--- config.mk ---
export PLATFORM = sky130hd
export DESIGN_NAME = serial_adder_flat
export DESIGN_NICKNAME = d
export VERILOG_FILES = /design/src/rtl/serial_adder_pkg.sv /design/src/rtl/serial_adder_if.sv /design/src/rtl/fa.sv /design/src/rtl/serial_adder.sv /design/src/flat_wrapper.sv
export SDC_FILE = /design/constraint.sdc
export NUM_CORES = 1
export LEC_CHECK = 0
export ABC_AREA = 1
export BUFFER_PORTS_ARGS = -buffer_cell sky130_fd_sc_hd__buf_2
export CAP_MARGIN = 20
export CORE_ASPECT_RATIO = 0.9
export CORE_MARGIN = 5
export CORE_UTILIZATION = 55
export DETAILED_ROUTE_END_ITERATION = 10
export HOLD_SLACK_MARGIN = 0.06
export PLACE_DENSITY = 0.79
export SYNTH_ARGS = -nofsm -noshare
export SYNTH_HDL_FRONTEND = slang
export SYNTH_SLANG_ARGS = --single-unit
--- constraint.sdc ---
create_clock -name clk -period 2.4 [get_ports clk]
set_input_delay 0 -clock clk [delete_from_list [all_inputs] [get_ports clk]]
set_output_delay 0 -clock clk [all_outputs]
set_load 0.03 [all_outputs]
--- src/rtl/serial_adder_pkg.sv ---
// serial_adder_pkg: state encoding and counter sizing shared by the serial adder
package serial_adder_pkg;

    typedef enum logic [1:0] {
        IDLE = 2'd0,
        RUN  = 2'd1,
        DONE = 2'd2
    } state_t;

    function automatic int cnt_width(input int w);
        return (w < 2) ? 1 : $clog2(w);
    endfunction

endpackage

--- src/rtl/serial_adder_if.sv ---
// serial_adder_if: operand and result valid/ready channels of the serial adder
interface serial_adder_if #(parameter int WIDTH = 8);

    logic             in_valid;
    logic             in_ready;
    logic [WIDTH-1:0] a;
    logic [WIDTH-1:0] b;
    logic             cin;
    logic             out_valid;
    logic             out_ready;
    logic [WIDTH-1:0] sum;
    logic             cout;

    modport master (
        output in_valid, a, b, cin, out_ready,
        input  in_ready, out_valid, sum, cout
    );

    modport slave (
        input  in_valid, a, b, cin, out_ready,
        output in_ready, out_valid, sum, cout
    );

endinterface

--- src/rtl/fa.sv ---
// fa: single-bit dataflow full-adder cell
module fa (
    input  logic a,
    input  logic b,
    input  logic c,
    output logic sum,
    output logic carry
);

    assign sum   = a ^ b ^ c;
    assign carry = (a & b) | (c & (a ^ b));

endmodule

--- src/rtl/serial_adder.sv ---
// serial_adder: bit-serial WIDTH-bit adder, one bit pair per clock through a full-adder cell
module serial_adder
    import serial_adder_pkg::*;
#(
    parameter int WIDTH = 8
) (
    input  logic           clk,
    input  logic           rst_n,
    serial_adder_if.slave  bus,
    output logic           busy
);

    localparam int CW = cnt_width(WIDTH);

    state_t           state;
    logic [WIDTH-1:0] a_sh;
    logic [WIDTH-1:0] b_sh;
    logic [WIDTH-1:0] sum_r;
    logic [WIDTH-1:0] sum_nx;
    logic             carry;
    logic [CW-1:0]    cnt;
    logic             fa_s;
    logic             fa_c;
    logic             in_rdy;

    fa u_fa (
        .a     (a_sh[0]),
        .b     (b_sh[0]),
        .c     (carry),
        .sum   (fa_s),
        .carry (fa_c)
    );

    assign in_rdy        = (state == IDLE) || (state == DONE && bus.out_ready);
    assign sum_nx        = WIDTH'({fa_s, sum_r} >> 1);
    assign bus.in_ready  = in_rdy;
    assign bus.out_valid = (state == DONE);
    assign bus.sum       = sum_r;
    assign bus.cout      = carry;
    assign busy          = (state == RUN);

    // Handshake FSM with operand shifters, result shifter, carry and bit counter
    always_ff @(posedge clk or negedge rst_n) begin
        if (!rst_n) begin
            state <= IDLE;
            a_sh  <= '0;
            b_sh  <= '0;
            sum_r <= '0;
            carry <= 1'b0;
            cnt   <= '0;
        end else begin
            case (state)
                IDLE, DONE: begin
                    if (bus.in_valid && in_rdy) begin
                        a_sh  <= bus.a;
                        b_sh  <= bus.b;
                        carry <= bus.cin;
                        cnt   <= '0;
                        state <= RUN;
                    end else if (state == DONE && bus.out_ready) begin
                        state <= IDLE;
                    end
                end
                RUN: begin
                    a_sh  <= a_sh >> 1;
                    b_sh  <= b_sh >> 1;
                    sum_r <= sum_nx;
                    carry <= fa_c;
                    cnt   <= cnt + CW'(1);
                    if (cnt == CW'(WIDTH - 1)) state <= DONE;
                end
                default: state <= IDLE;
            endcase
        end
    end

endmodule

--- src/flat_wrapper.sv ---
// flat-port wrapper written by rule: the top's interface ports become plain ports
module serial_adder_flat import serial_adder_pkg::*;
#(
    parameter int WIDTH = 8
)
  (clk, rst_n, busy, bus_in_valid, bus_a, bus_b, bus_cin, bus_out_ready, bus_in_ready, bus_out_valid, bus_sum, bus_cout);
  serial_adder_if #(.WIDTH(WIDTH)) bus_i ();
  input  logic clk;
  input  logic rst_n;
  output logic busy;
  input wire logic [$bits(bus_i.in_valid)-1:0] bus_in_valid;
  input wire logic [$bits(bus_i.a)-1:0] bus_a;
  input wire logic [$bits(bus_i.b)-1:0] bus_b;
  input wire logic [$bits(bus_i.cin)-1:0] bus_cin;
  input wire logic [$bits(bus_i.out_ready)-1:0] bus_out_ready;
  output wire logic [$bits(bus_i.in_ready)-1:0] bus_in_ready;
  output wire logic [$bits(bus_i.out_valid)-1:0] bus_out_valid;
  output wire logic [$bits(bus_i.sum)-1:0] bus_sum;
  output wire logic [$bits(bus_i.cout)-1:0] bus_cout;
  assign bus_i.in_valid = bus_in_valid;
  assign bus_i.a = bus_a;
  assign bus_i.b = bus_b;
  assign bus_i.cin = bus_cin;
  assign bus_i.out_ready = bus_out_ready;
  assign bus_in_ready = bus_i.in_ready;
  assign bus_out_valid = bus_i.out_valid;
  assign bus_sum = bus_i.sum;
  assign bus_cout = bus_i.cout;
  serial_adder #(.WIDTH(WIDTH)) u_core (.clk(clk), .rst_n(rst_n), .bus(bus_i), .busy(busy));
endmodule
# Word-level counts from Yosys, hierarchy flattened
# Index checks and enable logic that the tools add are counted.
[classes]
add_sub_neg = 1
n_eq_ne = 6
muxes = 12
bitwise = 5
n_reduce_logical = 8
[op_table]
columns = ["cell", "n"]
rows = [
  ["$pmux 8 s2", 2],
  ["$mux 8", 2],
  ["$mux 2", 3],
  ["$pmux 3 s2", 1],
  ["$ne 2x1->1 const B", 2],
  ["$pmux 2 s2", 1],
  ["$reduce_and 2->1", 2],
  ["$add 3x1->3 const B", 1],
  ["$eq 3x3->1 const B", 1],
  ["$mux 3", 1],
  ["$ne 3x1->1 const B", 1],
  ["$and 1x1->1", 2],
  ["$eq 2x1->1 const B", 1],
  ["$eq 2x2->1 const B", 1],
  ["$logic_and 1x1->1", 2],
  ["$logic_not 2->1", 1],
  ["$pmux 1 s2", 1],
  ["$reduce_bool 2->1", 1],
  ["$reduce_or 2->1", 1],
  ["$xor 1x1->1", 2],
  ["$logic_or 1x1->1", 1],
  ["$mux 1", 1],
  ["$or 1x1->1", 1],
]
[totals]
ff_bits = 30
in_bits = 21
out_inout_bits = 12
elab_cells = 38

# Depth between registers and ports, before layout
[logic_depth]
ltp_word = 6
depth_mapped = 7
depth_no_buf = 6

# By module
# Synthesis repeated with hierarchy kept, for this count alone.
[hier_totals]
hier_cells = 181
hier_area_um2 = 1443.9
[by_module_without_submodules]
columns = ["mod", "n_inst", "cells_per_inst", "area_per_inst_um2"]
rows = [
  ["serial_adder", 1, 180, 1423.9],
  ["fa", 1, 1, 20.0],
]

# Least setup slack after synthesis
# OpenSTA, ideal clock, no wires.
[synth_timing]
kind = "register to register"
start = "reg u_core.state[1]"
end = "reg u_core.a_sh[7]"
setup_ns = 0.069
arrival_ns = 1.248
path_slack_ns = 1.084
stages_incl_launch_ff = 4
synth_period_minus_slack_ns = 1.316
path_cell_list = "dfrtp_1 a21oi_1 nand3_1 nand2_1"
[synth_via]
elab_chain_len = 6
elab_cells_between_ends = 11
classes_between = "eq/ne (3); mux (1); reduce/logical (7)"
[synth_lines]
columns = ["element", "line", "text"]
rows = [
  ["from (decl)", "serial_adder.sv:15", "state_t state;"],
  ["from (signal assigned)", "serial_adder.sv:45", "state <= IDLE;"],
  ["from (signal assigned)", "serial_adder.sv:59", "state <= RUN;"],
  ["from (signal assigned)", "serial_adder.sv:61", "state <= IDLE;"],
  ["$eq 2x2->1", "serial_adder.sv:34", "assign in_rdy = (state == IDLE) || (state == DONE && bus.out_ready);"],
  ["$logic_and 1x1->1", "serial_adder.sv:34", ""],
  ["$logic_or 1x1->1 *", "serial_adder.sv:34", ""],
  ["named net bus_in_ready", "flat_wrapper.sv:16", "output wire logic [$bits(bus_i.in_ready)-1:0] bus_in_ready;"],
  ["$logic_and 1x1->1 *", "serial_adder.sv:54", "if (bus.in_valid && in_rdy) begin"],
  ["$ne 2x1->1 (no line) *", "n/a", ""],
  ["$reduce_and 2->1 (no line) *", "n/a", ""],
  ["to (signal assigned)", "serial_adder.sv:55", "a_sh <= bus.a;"],
  ["to (signal assigned)", "serial_adder.sv:65", "a_sh <= a_sh >> 1;"],
  ["to (decl)", "serial_adder.sv:16", "logic [WIDTH-1:0] a_sh;"],
]
# Mark *: on every way through the listed nets, which the timed path passes. The rest lies on a longest branch.
# A chain may end at the register's enable or synchronous reset.

# Worst setup path after layout
[layout_timing]
start = "reg u_core.state[0]"
end = "out busy"
[layout_via]
elab_chain_len = 1
[layout_lines]
columns = ["element", "line", "text"]
rows = [
  ["$eq 2x1->1", "serial_adder.sv:40", "assign busy = (state == RUN);"],
  ["to (decl)", "flat_wrapper.sv:10", "output logic busy;"],
]
# Every way passes these cells.

==> flow_results.org <==
** Status
- Run status :: complete, no violations

** Hold path
- Tightest Hold Check Type :: in2async

** Place
- Routability cong. :: roughly 0.74
- After detailed placement, the design holds a cell count of between 200 and 250.
- Sum of net half-perimeters after detailed placement :: 1940 microns
- Placement-stage cell area :: 1580 sq um
- The count of buffers added on input and output ports is 32.

** Setup path
- At the worst endpoint, the required time is 2400 ps.
- The worst register-to-register path has a depth of 5.
- In this run the critical register-to-register path is captured at u_core.b_sh[2]$_DFFE_PN0P_.
- Reg2reg setup slack :: a little over 800 ps
- Of all nets on the critical path, the largest fanout is 27.
- The most critical setup path has its startpoint at u_core.state[0]$_DFFE_PN0P_.
- Startpoint-to-endpoint class of the critical path :: reg2out
- STA classifies the critical path endpoint as an output pin.
- The startpoint identified for the worst register-to-register timing path is u_core.state[0]$_DFFE_PN0P_.
- STA puts the critical path data arrival time at approximately 1600 ps.
- The worst setup path is launched from a register.

** Global routing
- Wire length of the first global-routing pass :: between 5000 and 6000 microns
- The number of antenna violations at the first check in global routing is 0.
- Number of global-route vias before repair :: 1206
- Entering global routing, the biggest net connects 47 pins.
- Global routing used a little under a fifth of the available tracks across all layers.
- Residual overflow from global routing :: 0

** Timing
- Setup tns final :: 0 ps
- After layout, the worst path uses around two thirds of the clock period.
- Setup Viol. Count Final :: 0
- Upper clock frequency limit :: roughly 620 MHz
- Worst rel slew slack :: between 50% and 60%
- Slew at the pin closest to its max-slew limit :: around 650 ps
- Setup repair after global routing left no endpoint under its margin.
- The final hold violation count was 0.
- Between clock sinks in the finished design, the worst skew comes to 7.37 ps.
- Clock period minus worst slack :: 1610 ps
- The final-report max-slew violation count is 0.

** Die
- Pin placement for this block handled 33 I/O pins.
- Die extent in y :: around 60 microns
- The floorplan step defined a die boundary enclosing 3750 sq um.
- Row cnt :: 17
- For this configuration, the core starts out at a cell density of roughly 58%.
- The region available for standard cell placement spans 2490 sq um.
- Measured along the x axis, the die boundary spans between 60 and 70 microns.

** Clock tree
- In this run the post-CTS setup repair buffer count came out at 0.
- Clock slew seen by the registers of the worst setup and hold paths :: roughly 100 ps
- Clock sink count :: 30
- CTS Buf Count :: 5
- H-tree depth :: 2
- The tree is rooted in a sky130_fd_sc_hd__clkbuf_4.
- Number of buffers between clock root and the deepest sink :: 2
- TritonCTS built the clock tree.
- The clock reaches the later pin of the worst-skew pair after roughly 340 ps.

** Route
- Antenna-violating nets left :: 0
- The routed design has between 3000 and 4000 microns of wire.
- Detail-routed net length per standard cell :: 11.6 microns
- Routed via count :: 1302
- Pre-Repair DR Iteration Count :: 4
- Residual DRC count :: 0
- DR iter-0 viols :: between 70 and 80
- Vias per cell :: 4.97

** Pwr
- For this design the ratio of total power to cell area is ~1300 nW/um^2.
- The worst-case IR drop observed on VDD is around 1.1 mV.
- Leakage power of the design :: 1.04 nW
- PnR Total Power :: ~0.0023 W

** Yosys
- Counting distinct cell types in the post-synthesis netlist gives 17.
- By area the synthesized netlist is led by sky130_fd_sc_hd__dfrtp_1, sky130_fd_sc_hd__nand2_1, sky130_fd_sc_hd__nand3_1, sky130_fd_sc_hd__o21ai_0, sky130_fd_sc_hd__buf_2.
- Sequential cells were found to cover a little over 50% of the synthesized design area.
- Gate Count Post-Synth :: ~180
- Yosys top cell by area :: sky130_fd_sc_hd__dfrtp_1
- The average instance in the mapped netlist occupies between 7 and 8 sq um.
- Synthesis inferred 30 register bits.
- Counting every net in the synthesized netlist gives slightly above 200.
- Area share of the leading cell type in the synthesized netlist :: 51.9%
- The cell area that synthesis handed to floorplanning was between 1000 and 1500 sq um.
- Yosys printed 0 warnings.

** Cells and area
- Most frequent cells in the layout :: sky130_fd_sc_hd__nand2_1, sky130_fd_sc_hd__buf_2, sky130_fd_sc_hd__dfrtp_1, sky130_fd_sc_hd__nand3_1, sky130_fd_sc_hd__dlygate4sd3_1
- Synthesis-to-layout area growth :: 28.4%
- Total of fill cells in the finished design :: approximately 190
- The number of antenna diodes in the final layout is 0.
- Share of cells above drive strength 1 :: 20.1%
- Post-route insts no fill :: about 260
- For this run, the post-layout net count is 257.
- Footprint of the multi-input gates :: 609 sq um
- Commonest non-fill, non-tap cell in the layout :: sky130_fd_sc_hd__nand2_1
- Register Area :: approximately 750 sq um
- Final standard cell area without fillers :: around 1900 sq um
- Cells fill between 70 and 80% of the core in the end.

** Run
- Across the run, the number of max-cap violations was 0.
==> cells in the mapped netlist <==
| cell type | n |
|---|---|
| sky130_fd_sc_hd__buf_6 | 1 |
| sky130_fd_sc_hd__o21ai_0 | 8 |
| sky130_fd_sc_hd__nor2_4 | 1 |
| sky130_fd_sc_hd__or2_2 | 1 |
| sky130_fd_sc_hd__nand3_1 | 22 |
| sky130_fd_sc_hd__buf_2 | 5 |
| sky130_fd_sc_hd__nand2_2 | 1 |
| sky130_fd_sc_hd__inv_1 | 5 |
| sky130_fd_sc_hd__ha_1 | 2 |
| sky130_fd_sc_hd__inv_2 | 2 |
| sky130_fd_sc_hd__nand2_1 | 97 |
| sky130_fd_sc_hd__dfrtp_1 | 30 |
| sky130_fd_sc_hd__fa_1 | 1 |
| sky130_fd_sc_hd__nand2_4 | 1 |
| sky130_fd_sc_hd__a21oi_1 | 1 |
| sky130_fd_sc_hd__nand3_2 | 1 |
| sky130_fd_sc_hd__buf_4 | 3 |
==> stage by stage <==
step                setup slack [ps]  hold WS [ps]
floorplan                       1080          -296
global placement                 930          62.6
detailed placement               887          65.8
CTS                              770           234
global route                     637           256
finish                           793           206
==> per-layer routing <==
layer,vias up,wire length (microns),global-route usage [%]
met5,-,0,0
met4,0,53,8.61
met3,5,266,6.68
met2,48,1450,29.3
met1,579,1290,21.7
li1,670,-,-
==> sequential cells by signal, summed over array words and instances (netlist names) <==
signal and flops:
u_core.bus.cout 1, u_core.b_sh 8, u_core.a_sh 8, u_core.cnt 3, u_core.state 2, u_core.bus.sum 8
==> power breakdown <==
part	internal (W)	leakage [nW]	switching, W	total [W]
Sequential	0.000730	0.381	0.000144	0.000874
Clock	0.000141	0.0343	0.000182	0.000322
Combinational	0.000367	0.626	0.000775	0.00114
==> kinds of logic after synthesis <==
group,after synthesis,synth area share (%)
AND/OR/NAND/NOR,124,35.9
AO/OA/AOI/OAI,9,3.12
flip-flops,30,51.9
buffers and inverters,16,5.89
adder cells (fa/ha/maj),3,3.12
==> worst max-delay path, cell delays in order (launching register included) <==
cell and delay [ps]:
sky130_fd_sc_hd__dfrtp_1 440, sky130_fd_sc_hd__inv_2 90, sky130_fd_sc_hd__nor2_4 440, sky130_fd_sc_hd__buf_2 300
==> final cells by class <==
type,instances,area share [%]
multi-input combinational,136,32.8
tap,28,1.89
clock inverter,2,0.674
sequential,30,40.5
clock buffer,6,2.76
inverter,7,1.42
timing repair buffer,53,20.0
==> worst max-delay path by stage <==
stage,end,slack (ps)
5_1_grt,busy,640
3_3_place_gp,u_core.b_sh[4]$_DFFE_PN0P_,930
6_report,busy,790
3_5_place_dp,u_core.b_sh[2]$_DFFE_PN0P_,890
2_1_floorplan,u_core.a_sh[7]$_DFFE_PN0P_,1080
4_1_cts,busy,770
==> repair_timing <==
item / 4_1_cts / 5_1_grt
hold buffers: 21 / 0
endpoints found under the hold margin: 48 / 0
endpoints found under the setup margin: 0 / 0
resized for setup: 0 / 0
Power figures use the tool's default switching activity.
